--- src/rtl/serial_sub_pkg.sv ---
// Shared FSM encoding and counter sizing for the bit-serial subtractor.
package sub_pkg;

    typedef enum logic [1:0] {
        IDLE = 2'd0,
        RUN  = 2'd1,
        DONE = 2'd2
    } state_t;

    // One spare bit above clog2 so the count never wraps inside an operation.
    function automatic int cnt_width(input int width);
        return $clog2(width) + 1;
    endfunction

endpackage

--- src/rtl/serial_sub_if.sv ---
// Request/result bundle between a requester and the bit-serial subtractor.
interface serial_sub_if #(parameter int WIDTH = 8);
    logic             start;
    logic [WIDTH-1:0] a;
    logic [WIDTH-1:0] b;
    logic             bin;
    logic             busy;
    logic             done;
    logic [WIDTH-1:0] diff;
    logic             bout;

    modport master (output start, a, b, bin, input busy, done, diff, bout);
    modport slave  (input start, a, b, bin, output busy, done, diff, bout);
endinterface

--- src/rtl/serial_sub_full_sub.sv ---
// Single-bit full subtractor used by the serial datapath.
module full_sub (
    input  logic a,
    input  logic b,
    input  logic bin,
    output logic diff,
    output logic bout
);
    assign diff = a ^ b ^ bin;
    assign bout = (~a & b) | (~a & bin) | (b & bin);
endmodule

--- src/rtl/serial_sub.sv ---
// Bit-serial subtractor: one bit per clock, LSB first, result registered on completion.
// state | meaning
// IDLE  | waiting for start
// RUN   | shifting one bit per cycle through the full subtractor
// DONE  | result just loaded, done pulse; start here chains the next operation
module serial_sub
    import sub_pkg::*;
#(
    parameter int WIDTH = 8
) (
    input  logic        clk,
    input  logic        rst,
    serial_sub_if.slave bus
);
    localparam int CW = cnt_width(WIDTH);
    localparam logic [CW-1:0] LAST = CW'(WIDTH - 1);

    state_t           state, state_next;
    logic             load, step, finish;
    logic [WIDTH-1:0] a_sh, b_sh, part;
    logic             br;
    logic [CW-1:0]    cnt;
    logic             bit_d, bit_b;
    logic [WIDTH-1:0] diff_q;
    logic             bout_q, busy_q, done_q;

    full_sub u_fs (
        .a   (a_sh[0]),
        .b   (b_sh[0]),
        .bin (br),
        .diff(bit_d),
        .bout(bit_b)
    );

    always_ff @(posedge clk or posedge rst) begin
        if (rst) state <= IDLE;
        else     state <= state_next;
    end

    always_comb begin
        state_next = state;
        load       = 1'b0;
        step       = 1'b0;
        finish     = 1'b0;
        case (state)
            IDLE: begin
                if (bus.start) begin
                    load       = 1'b1;
                    state_next = RUN;
                end
            end
            RUN: begin
                step = 1'b1;
                if (cnt == LAST) begin
                    finish     = 1'b1;
                    state_next = DONE;
                end
            end
            DONE: begin
                if (bus.start) begin
                    load       = 1'b1;
                    state_next = RUN;
                end else begin
                    state_next = IDLE;
                end
            end
            default: state_next = IDLE;
        endcase
    end

    always_ff @(posedge clk or posedge rst) begin
        if (rst) begin
            a_sh   <= '0;
            b_sh   <= '0;
            part   <= '0;
            br     <= 1'b0;
            cnt    <= '0;
            diff_q <= '0;
            bout_q <= 1'b0;
            busy_q <= 1'b0;
            done_q <= 1'b0;
        end else begin
            busy_q <= (state_next == RUN);
            done_q <= (state_next == DONE);
            if (load) begin
                a_sh <= bus.a;
                b_sh <= bus.b;
                br   <= bus.bin;
                part <= '0;
                cnt  <= '0;
            end else if (step) begin
                a_sh <= a_sh >> 1;
                b_sh <= b_sh >> 1;
                br   <= bit_b;
                part <= {bit_d, part[WIDTH-1:1]};
                cnt  <= cnt + 1'b1;
            end
            // Final bit goes straight into the result so diff lands on the RUN->DONE edge.
            if (finish) begin
                diff_q <= {bit_d, part[WIDTH-1:1]};
                bout_q <= bit_b;
            end
        end
    end

    assign bus.busy = busy_q;
    assign bus.done = done_q;
    assign bus.diff = diff_q;
    assign bus.bout = bout_q;
endmodule

--- src/flat_wrapper.sv ---
// flat-port wrapper written by rule: the top's interface ports become plain ports
module serial_sub_flat import sub_pkg::*;
#(
    parameter int WIDTH = 8
)
  (clk, rst, bus_start, bus_a, bus_b, bus_bin, bus_busy, bus_done, bus_diff, bus_bout);
  serial_sub_if #(.WIDTH(WIDTH)) bus_i ();
  input  logic clk;
  input  logic rst;
  input wire logic [$bits(bus_i.start)-1:0] bus_start;
  input wire logic [$bits(bus_i.a)-1:0] bus_a;
  input wire logic [$bits(bus_i.b)-1:0] bus_b;
  input wire logic [$bits(bus_i.bin)-1:0] bus_bin;
  output wire logic [$bits(bus_i.busy)-1:0] bus_busy;
  output wire logic [$bits(bus_i.done)-1:0] bus_done;
  output wire logic [$bits(bus_i.diff)-1:0] bus_diff;
  output wire logic [$bits(bus_i.bout)-1:0] bus_bout;
  assign bus_i.start = bus_start;
  assign bus_i.a = bus_a;
  assign bus_i.b = bus_b;
  assign bus_i.bin = bus_bin;
  assign bus_busy = bus_i.busy;
  assign bus_done = bus_i.done;
  assign bus_diff = bus_i.diff;
  assign bus_bout = bus_i.bout;
  serial_sub #(.WIDTH(WIDTH)) u_core (.clk(clk), .rst(rst), .bus(bus_i));
endmodule
--- config.mk ---
export PLATFORM = sky130hd
export DESIGN_NAME = serial_sub_flat
export DESIGN_NICKNAME = d
export VERILOG_FILES = /design/src/rtl/serial_sub_pkg.sv /design/src/rtl/serial_sub_if.sv /design/src/rtl/serial_sub_full_sub.sv /design/src/rtl/serial_sub.sv /design/src/flat_wrapper.sv
export SDC_FILE = /design/constraint.sdc
export NUM_CORES = 1
export LEC_CHECK = 0
export BUFFER_PORTS_ARGS = -buffer_cell sky130_fd_sc_hd__clkbuf_2
export CORE_MARGIN = 1
export CORE_UTILIZATION = 45
export CTS_CLUSTER_SIZE = 20
export DETAILED_ROUTE_END_ITERATION = 7
export PLACE_DENSITY = 0.67
export SYNTH_ARGS = -nofsm -noshare
export SYNTH_HDL_FRONTEND = slang
export SYNTH_SLANG_ARGS = --single-unit
--- constraint.sdc ---
create_clock -name clk -period 4.2 [get_ports clk]
set_input_delay 0.84 -clock clk [delete_from_list [all_inputs] [get_ports clk]]
set_output_delay 0.84 -clock clk [all_outputs]
set_load 0.02 [all_outputs]
### Word level (Yosys, flattened, before mapping)

Cells that the tools add are included.

* input port bits: 20
* output and inout port bits: 11
* register bits after elaboration: 42

* mux-type cells: 19
* add/subtract/negate cells: 1
* eq/ne operators: 5
* bitwise gates (word level): 8
* reductions and logical operators: 3

Operators with widths (number)
* two-way mux 8 bit: 6
* two-way mux 1 bit: 8
* two-way mux 4 bit: 2
* case mux 2 bit (3 select lines): 1
* adder 4 x 1 -> 4 bit (second input constant): 1
* == test 2 x 1 -> 1 bit (second input constant): 2
* == test 2 bit (second input constant): 2
* == test 4 x 3 -> 1 bit (second input constant): 1
* two-way mux 2 bit: 2
* bitwise AND 1 bit: 3
* zero test 2 bit: 1
* OR 1 bit: 2
* nonzero test 2 bit: 1
* OR reduction 2 bit: 1
* XOR 1 bit: 2
* inverter 1 bit: 1

### Logic depth before layout (Yosys ltp)

* depth in word-level cells: 6
* depth in mapped cells: 5
* depth with buffers taken out: 4

### Cells and area by module

From an unflattened synthesis, not the netlist that was laid out.

* cells, all modules: 138
* area, all modules: 1732.9 um2

By module, submodules not included
* serial_sub: cells an instance 135, instances 1, area an instance 1705.4 um2
* full_sub: cells an instance 3, instances 1, area an instance 27.5 um2

### Worst setup path before layout

OpenSTA, ideal clock, no wires.

* kind: input port to flip-flop
* start: input port bus_start
* end: register u_core.a_sh[0]
* required time: 4.134 ns
* cell stages on the path: 5
* library setup time: 0.066 ns
* arrival time: 1.600 ns
* setup slack: 2.534 ns
* cell sequence: nor2b_1 -> buf_2 -> buf_1 -> a22oi_1 -> nand2_1

* cells in the longest elaborated chain, start to end: 3

Ends and longest elaborated chain
* from (decl): line flat_wrapper.sv:10 `input wire logic [$bits(bus_i.start)-1:0] bus_start;`
* two-way mux 1 bit *: line serial_sub.sv:47, serial_sub.sv:60
* two-way mux 1 bit *
* two-way mux 8 bit or nonzero test 2 bit (tied branches)
* to (signal assigned): line serial_sub.sv:86 `a_sh <= bus.a;`
* to (signal assigned): line serial_sub.sv:92 `a_sh <= a_sh >> 1;`
* to (decl): line serial_sub.sv:20 `logic [WIDTH-1:0] a_sh, b_sh, part;`

Every way passes the cells marked *; elsewhere a longest branch is shown, timed or not.
A chain may end at the register's enable or synchronous reset.

### Final worst setup path

* start: register u_core.state[1]
* end: register u_core.br

* cells in the longest elaborated chain, start to end: 4

Ends and longest elaborated chain
* from (decl): line serial_sub.sv:18 `state_t state, state_next;`
* from (signal assigned): line serial_sub.sv:37 `else state <= state_next;`
* == test 2 bit or zero test 2 bit (tied branches): line serial_sub.sv:45 `case (state)`
* OR reduction 2 bit (no source line)
* two-way mux 1 bit
* two-way mux 1 bit or nonzero test 2 bit (tied branches)
* to (signal assigned): line serial_sub.sv:88 `br <= bus.bin;`
* to (signal assigned): line serial_sub.sv:94 `br <= bit_b;`
* to (decl): line serial_sub.sv:21 `logic br;`

Parallel ways exist; a longest one is shown, timed or not.

==> impl_metrics.yaml <==
floorplan:
  core-area_sq_um: 3440
  initial_utilization_pct: 48.6
  row_count: 21
  io_pins: 31
  die-area_sq_um: 3970
  die_h_microns: 63.0
  die_w_microns: 63.0
yosys:
  syn-num-nets: 160
  syn_area_sq_um: 1670
  synth.distinct_cells: 23
  ys.flop_type: "dfrtp_1"
  synthCells: 138
  avgSynthCellArea_sq_um: 12.1
  synth_edf_count: 0
  ys_ff_latch: 41
  yosysWarnings: 0
  ys_async_sr_fraction_pct: 100
  yosysSeqAreaShare_pct: 61.3
global_route:
  busiest_layer: "met2"
  grt_pass1_vias: 1222
  grtUsageTotal_pct: 17.6
  use_met2_pct: 28.6
  antenna_found_initial: 0
  grt_overflow: 0
  grt_pass1_wl_mm: 5.37
  met3_usage_pct: 3.83
  grt_max_degree: 42
  grt_util_met1_pct: 22.5
timing:
  setup_tns_ns: 0
  rsz0062_at_grt: "false"
  fin_crit_sh_pct: 48.0
  hold_viol: 0
  max_freq_mhz: 496
  worstMarginPinSlew_ns: 0.865
  skew_ns: 0.00334
  drv_slew: 0
  max_slew_margin_pct: 42.3
  finalCriticalPeriod_ns: 2.02
  finalSetupViolations: 0
routing:
  ant_nets: 0
  dr.pass1.iters: 4
  wirelength_mm: 3.07
  first_iter_violations: 42
  dr_total_vias: 1166
  wl_per_cell_microns: 14.3
  viasPerCell: 5.45
  drc: 0
clock_tree:
  cts_tree: "built"
  cts_made_buffers: 5
  clk_pin_slew_worst_paths_ns: 0.07
  ctsHoldBuffers: 0
  clock_latency_ns: 0.28
  cts_root_buf: "clkbuf_8"
  htreeDepth: 2
  clock-sinks: 41
  ctsResizeCount: 0
  max-clock-path-buffers: 2
  cts_setup_buffers: 0
layout:
  drive_gt1_share_pct: 27.4
  n_fill_cell: 319
  stdcell_area_sq_um: 1930
  multi_input_area_sq_um: 583
  syn_to_final_growth_pct: 15.1
  register_area_sq_um: 1030
  nNetsFinal: 189
  antenna_cells: 0
flow_run:
  drv_cap: 0
worst_hold_path:
  hold_class: "flip-flop to flip-flop"
worst_setup_path:
  start_kind: "flip-flop"
  critical_path_class: "flip-flop to flip-flop"
  worstPathArrival_ns: 2.19
  worstSetupEndpointType: "flip-flop"
  required_ns: 4.37
  cp_max_fo: 27
placement:
  port-buffer-count: 30
  dp_hpwl_mm: 2.12
  place_congestion: 0.734
  placed_cell_area_sq_um: 1850
pwr:
  ir_drop_mv: 0.308
  powerDensity_nw_per_um2: 773
  p_leak_nw: 0.952
outcome:
  outcome: "complete, no violations"
==> registers in the layout, summed over array words and instances (netlist names) <==
name and count:
u_core.a_sh 8, u_core.b_sh 8, u_core.br 1, u_core.bus.bout 1
u_core.bus.busy 1, u_core.bus.diff 8, u_core.bus.done 1, u_core.cnt 4
u_core.part 7, u_core.state 2
==> layer usage <==
metal,share of wire [%],up-vias
met5,0,-
li1,-,550
met2,52,26
met3,4.1,5
met4,1.5,0
met1,43,585
==> placed cells by master, fill, tap and decap left out, drive strengths merged <==
cell	count
o21ai	2
fa	1
a221o	2
clkbuf	38
dfrtp	41
nor2	2
ha	1
nor2b	2
nand2	17
mux2i	3
buf	2
nand2b	2
a22oi	13
and2b	1
a22o	11
mux2	8
nand3	14
inv	4
nand4	1
nor3	3
==> cell usage after synthesis, types with 2 or more instances <==
library cell / instances / area share [%]
inv_1: 4 / 0.90
nor2_1: 2 / 0.45
a221o_1: 2 / 1.2
buf_2: 4 / 1.2
o21ai_0: 2 / 0.60
dfrtp_1: 41 / 61
nand2b_1: 2 / 0.75
a22o_1: 11 / 5.8
nor2b_1: 2 / 0.75
buf_1: 2 / 0.45
mux2i_1: 3 / 1.8
nor3_1: 2 / 0.60
a22oi_1: 13 / 5.8
nand3_1: 14 / 4.2
mux2_2: 8 / 5.4
clkbuf_1: 3 / 0.67
nand2_1: 17 / 3.8
==> worst max-delay path, cell delays in order, from the launching register on <==
cell and delay [ns]:
dfrtp_1 0.37, and2b_1 0.76, nor2_1 0.39, a221o_1 0.37
==> worst paths after layout <==
kind,from,to,slack [ns],cells past startpoint
setup / recovery,u_core.state[1],u_core.br,2.18,3
hold / removal,u_core.b_sh[3],u_core.b_sh[3],0.51,2
setup reg to reg,u_core.state[1],u_core.br,2.18,3
hold reg to reg,u_core.b_sh[3],u_core.b_sh[3],0.51,2
max in group asynchronous,rst,u_core.bus.diff[7],3.21,3
min in group asynchronous,rst,u_core.bus.diff[0],0.64,3
==> report_power, final <==
part           total, mW  internal [mW]  switching [mW]
combinational      0.572          0.244           0.327
sequential         0.680          0.573           0.107
clock              0.237          0.118           0.119
total               1.49          0.935           0.553
==> layout make-up <==
cell class / count / share of cell area, %
inverter: 4 / 0.779
timing repair buffer: 32 / 8.57
sequential: 41 / 53.2
multi-input combinational: 83 / 30.3
tap: 46 / 2.99
clock buffer: 8 / 4.16
==> cell families after synthesis <==
group | count (synthesis) | synth area share (%)
compound gates | 28 | 13.4
mux | 11 | 7.18
fa+ha+maj | 2 | 1.94
flops | 41 | 61.3
simple gates | 42 | 12.3
buf+inv | 14 | 3.89
==> stage by stage <==
stage | power [mW] | hold WS, ns | cells | worst slack [ns] | util (%)
final | 1.49 | 0.505 | 214 | 2.18 | 56.0
after global routing | 1.60 | 0.529 | 214 | 2.05 | 56.0
after CTS | 1.51 | 0.507 | 214 | 2.17 | 56.0
after detailed placement | 1.27 | 0.489 | 206 | 2.04 | 53.7
after global placement | 1.23 | 0.479 | 206 | 2.13 | 53.7
after floorplan | 1.12 | 0.461 | 138 | 2.41 | -
No activity file was read; power rests on OpenSTA's default activity.
